$ cat config.mk
export PLATFORM = sky130hd
export DESIGN_NAME = frame_read_addr_gen_flat
export DESIGN_NICKNAME = d
export VERILOG_FILES = /design/src/rtl/frame_read_addr_gen_pkg.sv /design/src/rtl/frame_read_addr_gen_if.sv /design/src/rtl/frame_read_addr_gen_line_burst_splitter.sv /design/src/rtl/frame_read_addr_gen.sv /design/src/flat_wrapper.sv
export SDC_FILE = /design/constraint.sdc
export NUM_CORES = 2
export LEC_CHECK = 0
export ABC_AREA = 0
export BUFFER_PORTS_ARGS = -buffer_cell sky130_fd_sc_hd__buf_2
export CAP_MARGIN = 15
export CORE_UTILIZATION = 30
export CTS_BUF_LIST = sky130_fd_sc_hd__clkbuf_8 sky130_fd_sc_hd__clkbuf_16
export DETAILED_ROUTE_END_ITERATION = 10
export GPL_ROUTABILITY_DRIVEN = 0
export GPL_TIMING_DRIVEN = 0
export MAX_ROUTING_LAYER = met4
export PLACE_DENSITY = 0.52
export RECOVER_POWER = 25
export SLEW_MARGIN = 20
export SYNTH_ARGS = -nofsm -noshare
export SYNTH_HDL_FRONTEND = slang
export SYNTH_HIERARCHICAL = 1
export SYNTH_SLANG_ARGS = --single-unit
$ cat constraint.sdc
create_clock -name clk_i -period 16.7 [get_ports clk_i]
set_clock_uncertainty 0.15 [all_clocks]
set_input_delay 2.505 -clock clk_i [delete_from_list [all_inputs] [get_ports clk_i]]
set_output_delay 2.505 -clock clk_i [all_outputs]
set_load 0.1 [all_outputs]
$ cat src/rtl/frame_read_addr_gen_pkg.sv
// Shared types and index helpers for the frame read-command generator.
// Mirror math runs on wide signed indices so the extension never wraps.
package frame_rag_pkg;

  typedef enum logic [1:0] {IDLE, CALC, ISSUE, DONE} state_t;

  localparam int ADDR_W_DEF = 32;
  localparam int IDX_W      = 64;

  typedef logic [ADDR_W_DEF-1:0]   addr_t;
  typedef logic signed [IDX_W-1:0] idx_t;

  // Reflects an extended line index back into 0..n-1 about the frame edges.
  function automatic idx_t mirror_idx(input idx_t k, input idx_t n);
    if (k < 0) begin
      return -k;
    end else if (k > n - idx_t'(1)) begin
      return (n - idx_t'(1)) + (n - idx_t'(1)) - k;
    end else begin
      return k;
    end
  endfunction

  function automatic bit ext_ok(input int ext);
    return (ext >= 2) && ((ext % 2) == 0);
  endfunction

endpackage

$ cat src/rtl/frame_read_addr_gen_if.sv
// Read-command channel between the address generator and the AR arbiter.
interface frame_read_addr_gen_if #(
  parameter int ADDR_W = 32
);
  logic              valid;
  logic              ready;
  logic [ADDR_W-1:0] even_addr;
  logic [ADDR_W-1:0] odd_addr;
  logic [7:0]        len;
  logic              line_last;
  logic              frame_last;

  modport master (
    output valid, even_addr, odd_addr, len, line_last, frame_last,
    input  ready
  );

  modport slave (
    input  valid, even_addr, odd_addr, len, line_last, frame_last,
    output ready
  );
endinterface

$ cat src/rtl/frame_read_addr_gen_line_burst_splitter.sv
// Walks one line in bursts of at most MAX_BURST_LEN beats; col is the beat offset.
module line_burst_splitter #(
  parameter int ADDR_W        = 32,
  parameter int MAX_BURST_LEN = 256,
  parameter int BEAT_W        = $clog2(MAX_BURST_LEN + 1)
) (
  input  logic              clk_i,
  input  logic              rst_ni,
  input  logic              clear_i,
  input  logic              step_i,
  input  logic [ADDR_W-1:0] hsize_i,
  output logic [ADDR_W-1:0] col_o,
  output logic [BEAT_W-1:0] beats_o,
  output logic              last_o
);

  logic [ADDR_W-1:0] col_q;
  logic [ADDR_W-1:0] remaining;

  assign remaining = hsize_i - col_q;
  assign col_o     = col_q;

  always_comb begin
    beats_o = BEAT_W'(MAX_BURST_LEN);
    last_o  = 1'b0;
    if (remaining <= ADDR_W'(MAX_BURST_LEN)) begin
      beats_o = BEAT_W'(remaining);
      last_o  = 1'b1;
    end
  end

  always_ff @(posedge clk_i or negedge rst_ni) begin
    if (!rst_ni) begin
      col_q <= '0;
    end else if (clear_i) begin
      col_q <= '0;
    end else if (step_i) begin
      col_q <= col_q + ADDR_W'(beats_o);
    end
  end

endmodule

$ cat src/rtl/frame_read_addr_gen.sv
// 2-D mirrored-extension read-command generator: one even/odd burst pair per command.
// Define FRAME_RAG_BURST_CNT_EN to add the per-frame accepted-burst counter output.
module frame_read_addr_gen
  import frame_rag_pkg::*;
#(
  parameter int ADDR_W        = 32,
  parameter int DATA_W        = 32,
  parameter int MAX_BURST_LEN = 256,
  parameter int EXT           = 4
) (
  input  logic                  clk_i,
  input  logic                  rst_ni,
  input  logic [ADDR_W-1:0]     base_addr_i,
  input  logic [ADDR_W-1:0]     stride_i,
  input  logic [ADDR_W-1:0]     vsize_i,
  input  logic [ADDR_W-1:0]     hsize_i,
  input  logic                  start_i,
  output logic                  busy_o,
  output logic                  done_o,
  output logic                  cfg_err_o,
  frame_read_addr_gen_if.master cmd
`ifdef FRAME_RAG_BURST_CNT_EN
  ,
  output logic [31:0]           burst_cnt_o
`endif
);

  localparam int BYTES  = DATA_W / 8;
  localparam int BEAT_W = $clog2(MAX_BURST_LEN + 1);
  localparam int K_W    = ADDR_W + 2;

  state_t                  state_q, state_d;
  logic [ADDR_W-1:0]       base_q, stride_q, n_q, hsize_q;
  logic [ADDR_W-1:0]       row_e_q, row_o_q;
  logic signed [K_W-1:0]   k_q;
  logic                    cfg_err_q;
  logic                    cfg_legal, start_acc, handshake, pair_last, split_last;
  logic [ADDR_W-1:0]       col, col_off;
  logic [BEAT_W-1:0]       beats;
  idx_t                    k_ext, n_ext;

  assign cfg_legal = ext_ok(EXT) && (vsize_i > ADDR_W'(EXT)) && (hsize_i != '0);
  assign start_acc = (state_q == IDLE) && start_i;
  assign handshake = (state_q == ISSUE) && cmd.ready;
  assign k_ext     = idx_t'(k_q);
  assign n_ext     = idx_t'(n_q);
  // The pair starting at k is the last one once k+1 reaches N-1+EXT or beyond.
  assign pair_last = (k_ext + idx_t'(2)) >= (n_ext + idx_t'(EXT));
  assign col_off   = col * ADDR_W'(BYTES);
  assign cfg_err_o = cfg_err_q;

  line_burst_splitter #(
    .ADDR_W       (ADDR_W),
    .MAX_BURST_LEN(MAX_BURST_LEN),
    .BEAT_W       (BEAT_W)
  ) u_splitter (
    .clk_i  (clk_i),
    .rst_ni (rst_ni),
    .clear_i(state_q == CALC),
    .step_i (handshake),
    .hsize_i(hsize_q),
    .col_o  (col),
    .beats_o(beats),
    .last_o (split_last)
  );

  always_ff @(posedge clk_i or negedge rst_ni) begin
    if (!rst_ni) begin
      state_q <= IDLE;
    end else begin
      state_q <= state_d;
    end
  end

  always_comb begin
    state_d = state_q;
    unique case (state_q)
      IDLE:    if (start_i) state_d = cfg_legal ? CALC : DONE;
      CALC:    state_d = ISSUE;
      ISSUE:   if (handshake && split_last) state_d = pair_last ? DONE : CALC;
      DONE:    state_d = IDLE;
      default: state_d = IDLE;
    endcase
  end

  // Row addresses are formed once per pair here so ISSUE only adds column offsets.
  always_ff @(posedge clk_i or negedge rst_ni) begin
    if (!rst_ni) begin
      base_q    <= '0;
      stride_q  <= '0;
      n_q       <= '0;
      hsize_q   <= '0;
      row_e_q   <= '0;
      row_o_q   <= '0;
      k_q       <= '0;
      cfg_err_q <= 1'b0;
    end else begin
      if (start_acc) begin
        base_q    <= base_addr_i;
        stride_q  <= stride_i;
        n_q       <= vsize_i;
        hsize_q   <= hsize_i;
        k_q       <= -K_W'(EXT);
        cfg_err_q <= !cfg_legal;
      end
      if (state_q == CALC) begin
        row_e_q <= base_q + ADDR_W'(mirror_idx(k_ext, n_ext)) * stride_q;
        row_o_q <= base_q + ADDR_W'(mirror_idx(k_ext + idx_t'(1), n_ext)) * stride_q;
      end
      if (handshake && split_last && !pair_last) begin
        k_q <= k_q + K_W'(2);
      end
    end
  end

`ifdef FRAME_RAG_BURST_CNT_EN
  always_ff @(posedge clk_i or negedge rst_ni) begin
    if (!rst_ni) begin
      burst_cnt_o <= '0;
    end else if (start_acc) begin
      burst_cnt_o <= '0;
    end else if (handshake) begin
      burst_cnt_o <= burst_cnt_o + 32'd1;
    end
  end
`endif

  always_comb begin
    busy_o         = (state_q != IDLE);
    done_o         = (state_q == DONE);
    cmd.valid      = 1'b0;
    cmd.even_addr  = '0;
    cmd.odd_addr   = '0;
    cmd.len        = '0;
    cmd.line_last  = 1'b0;
    cmd.frame_last = 1'b0;
    if (state_q == ISSUE) begin
      cmd.valid      = 1'b1;
      cmd.even_addr  = row_e_q + col_off;
      cmd.odd_addr   = row_o_q + col_off;
      cmd.len        = 8'(beats - BEAT_W'(1));
      cmd.line_last  = split_last;
      cmd.frame_last = split_last && pair_last;
    end
  end

endmodule

$ cat src/flat_wrapper.sv
// flat-port wrapper written by rule: the top's interface ports become plain ports
module frame_read_addr_gen_flat import frame_rag_pkg::*;
#(
  parameter int ADDR_W        = 32,
  parameter int DATA_W        = 32,
  parameter int MAX_BURST_LEN = 256,
  parameter int EXT           = 4
)
  (clk_i, rst_ni, base_addr_i, stride_i, vsize_i, hsize_i, start_i, busy_o, done_o, cfg_err_o, cmd_valid, cmd_even_addr, cmd_odd_addr, cmd_len, cmd_line_last, cmd_frame_last, cmd_ready);
  frame_read_addr_gen_if #(.ADDR_W(ADDR_W)) cmd_i ();
  input  logic clk_i;
  input  logic rst_ni;
  input  logic [ADDR_W-1:0] base_addr_i;
  input  logic [ADDR_W-1:0] stride_i;
  input  logic [ADDR_W-1:0] vsize_i;
  input  logic [ADDR_W-1:0] hsize_i;
  input  logic start_i;
  output logic busy_o;
  output logic done_o;
  output logic cfg_err_o;
  output wire logic [$bits(cmd_i.valid)-1:0] cmd_valid;
  output wire logic [$bits(cmd_i.even_addr)-1:0] cmd_even_addr;
  output wire logic [$bits(cmd_i.odd_addr)-1:0] cmd_odd_addr;
  output wire logic [$bits(cmd_i.len)-1:0] cmd_len;
  output wire logic [$bits(cmd_i.line_last)-1:0] cmd_line_last;
  output wire logic [$bits(cmd_i.frame_last)-1:0] cmd_frame_last;
  input wire logic [$bits(cmd_i.ready)-1:0] cmd_ready;
  assign cmd_valid = cmd_i.valid;
  assign cmd_even_addr = cmd_i.even_addr;
  assign cmd_odd_addr = cmd_i.odd_addr;
  assign cmd_len = cmd_i.len;
  assign cmd_line_last = cmd_i.line_last;
  assign cmd_frame_last = cmd_i.frame_last;
  assign cmd_i.ready = cmd_ready;
  frame_read_addr_gen #(.ADDR_W(ADDR_W), .DATA_W(DATA_W), .MAX_BURST_LEN(MAX_BURST_LEN), .EXT(EXT)) u_core (.clk_i(clk_i), .rst_ni(rst_ni), .base_addr_i(base_addr_i), .stride_i(stride_i), .vsize_i(vsize_i), .hsize_i(hsize_i), .start_i(start_i), .busy_o(busy_o), .done_o(done_o), .cfg_err_o(cfg_err_o), .cmd(cmd_i));
endmodule
==> parameters.txt <==
Parameter                              Value

Status
  Outcome    complete, but fails checks
  Violations in the final reports    capacitance limit, slew limit

Routing
  Number of nets with antenna violations after detailed routing    0
  Average detailed-routed wire length per instance    23.32 µm
  Number of design rule violations left after detail routing    0
  Total detailed-routing wirelength    226.3 mm
  Routed vias/inst    5.033
  Number of vias in the routed layout    48830
  First DRT Iteration DRCs    3631
  Number of detailed-route iterations in the first pass    6

Clocking
  CTS sink cnt    260
  CTS clk-pin slew, worst paths    60 ps
  Deepest clock path buffer count    3
  Number of H-tree levels    2
  Insertion delay of the later-clocked pin in the worst-skew pair    660 ps
  CTS tree    yes
  Post-CTS Hold Buffers    0
  CTS buffer count    40
  Clock tree root driver cell    clkbuf_16

Critical path
  Largest fanout on the critical path    10
  Endpoint class of the critical path    flop
  CP top delay family    buffers and inverters
  Critical path arrival    16540 ps
  Max stage delay on crit path    610 ps
  Crit start category    flop
  Slowest stage cell on the critical path    fa_1
  Critical Path Most Common Cell    fa_1
  Number of buffers and inverters on the critical path    17
  Crit path kind    reg -> reg
  Required time of the worst setup path    17040 ps

Timing
  Achievable Freq    0.06170 GHz
  WHS    322.5 ps
  Max-slew headroom at the worst pin    -2.029
  RSZ-0062 raised after global routing    no
  Number of failing setup endpoints in the final timing report    0
  Final number of max-transition violations    207
  Worst-Margin Slew    4544 ps
  Time the final worst path needs with I/O delays and setup    16210 ps
  Part of the cycle the worst path needs    0.9704
  Final number of hold-violating endpoints    0

Global route
  Combined global-route utilization of all metal layers    0.2418
  Wire length of the first global-routing pass    330.8 mm
  Met1 Resource Use GR    0.2808
  Met3 track demand over resource in global routing    0.04611
  Overall overflow remaining after global route    0
  Largest net degree at the start of global routing    75
  Met2 Track Usage GR    0.3849
  Initial antenna violation count    18
  Vias in the first global route    50430
  GRT busiest layer    met2

Floorplanning
  Core area    190000 µm²
  Number of top-level pins    210
  Width of the die    439.3 µm
  Initial core utilization    0.3019
  Die extent in y    439.3 µm
  Die area    192900 µm²
  Number of standard-cell rows in the floorplan    160

Synthesis
  Top cell type by total area after synthesis    fa_1
  Fraction of post-synthesis cell area in the top cell type by area    0.3036
  Leading cell type by number of instances after synthesis    inv_1
  Warnings from Yosys    6
  Mapped cell area    57360 µm²
  Async S/R FF share, synth    1.000
  Most common flop cell mapped by yosys    dfrtp_1
  Most area-consuming cells after synthesis    fa_1 (30%), dfrtp_1 (11%), ha_1 (11%)
  Average footprint of a synthesized cell    8.349 µm²
  Number of synthesized register bits    260
  Number of instances in the synthesized netlist    6870
  Post-synth EDFFs    0
  Post-synth top cells    inv_1 (1233), nand2_1 (1117), fa_1 (870), ha_1 (485), and2_1 (468)
  Proportion of synthesized chip area in sequential cells    0.1134
  Number of distinct library cells after synthesis    119

Finish
  Fraction of layout instances using a drive strength above 1    0.06293
  Finished Cell Area    63320 µm²
  Cell Count, Final, Fillers Out    9702
  Area growth from synthesis to final layout    10.39%
  Nets    8639
  # fillers    20140

Place
  Total half-perimeter wirelength after legalization and detailed placement    190.0 mm
  Count of port buffers added during placement    209
  Post-placement cell area    61960 µm²
  Number of instances in the placed design    9623

Power
  Static power due to leakage    30.89 nW
  Worst supply voltage drop on vdd    0.00007145 V
  Pwr per Cell Area    37.61 nW/µm²

Hold path
  Path category of the worst min-delay check    reg -> reg

Run
  Max-Cap Viols    3
worst paths after layout:
check                                     endpoint  slack (ps)              start  cells after the start
max in group asynchronous        u_core/base_q[29]        7340             rst_ni                      2
worst max-delay path            u_core/row_o_q[31]         490     u_core/k_q[33]                     49
worst min-delay path             u_core/row_e_q[0]         320  u_core/row_e_q[0]                      2
min in group asynchronous           u_core/n_q[30]        3110             rst_ni                      1
worst min register to register   u_core/row_e_q[0]         320  u_core/row_e_q[0]                      2
worst max register to register  u_core/row_o_q[31]         490     u_core/k_q[33]                     49
per-stage QoR:
step	utilization	TNS, ps	worst slack (ps)	total power, mW
after floorplan	-	0	4090	1.274
after global placement	0.3243	-521.0	-521.0	1.486
after detailed placement	0.3261	-696.5	-696.5	1.493
after CTS	0.3332	0	152.7	2.410
after global routing	0.3333	0	110.0	2.485
final	0.3333	0	493.5	2.381
registers in the layout, indices dropped and copies added, names as in the netlist:
| name | cells |
|---|---|
| u_core/n_q | 32 |
| u_core/k_q | 33 |
| u_core/state_q | 2 |
| u_core/row_e_q | 32 |
| u_core/stride_q | 32 |
| u_core/cfg_err_o | 1 |
| u_core/base_q | 32 |
| u_core/u_splitter/col_o | 32 |
| u_core/row_o_q | 32 |
| u_core/hsize_q | 32 |
timing repair:
item,CTS,global route
buffers inserted,0,0
setup endpoints to repair,1,1
gates resized for setup,7,21
where the power goes:
part           internal, mW  switching (mW)
combinational         0.205           0.600
sequential            0.640          0.0389
clock                 0.507           0.390
total                  1.35            1.03
worst reg2reg max path, delay by kind of cell, from the launching register on:
family / cells / cell delay [ps]
xor+xnor: 13 / 3770
flops: 1 / 550
simple gates: 5 / 1130
buf+inv: 17 / 5020
fa+ha+maj: 9 / 4250
compound gates: 5 / 1180
cell usage in the layout (no fill, tap or decap), types with 189 or more instances in the layout:
cell      Yosys  layout
a21oi_1     231     225
and2_1      468     468
buf_2        18     226
clkbuf_1    304     282
dfrtp_1     260     260
fa_1        870     870
ha_1        485     485
inv_1      1233    1240
nand2_1    1117    1117
nor2_1      273     272
o21ai_0     190     189
xnor2_1     286     285
metal layers:
layer  vias to the layer above  routed length (µm)
li1                      22010                   -
met1                     24320               88900
met2                      1946              103800
met3                       553               16840
met4                         0               16790
met5                         -                   0
cell type report:
class	instances	area, µm²	share of cell area
sequential	260	6506	0.1028
clock buffer	44	1056	0.01668
multi-input combinational	5030	44810	0.7077
buffer	358	1599	0.02525
timing repair buffer	224	1259	0.01988
inverter	1238	4647	0.07339
tap	2511	3142	0.04962
antenna	8	20.02	0.0003162
clock inverter	29	281.5	0.004446
kinds of logic (layout without fill, tap and decap cells):
| group | count (synthesis) | in the layout | share of synthesized area |
|---|---|---|---|
| AO/OA/AOI/OAI | 843 | 843 | 0.09528 |
| XOR/XNOR | 410 | 410 | 0.06808 |
| adder cells (fa/ha/maj) | 1361 | 1361 | 0.4105 |
| buffers and inverters | 1598 | 1893 | 0.1087 |
| flip-flops | 260 | 260 | 0.1134 |
| multiplexers | 47 | 47 | 0.008725 |
| other | 2 | 28 | 0.0001309 |
| AND/OR/NAND/NOR | 2349 | 2349 | 0.1952 |
No activity file was read; power rests on OpenSTA's default activity.
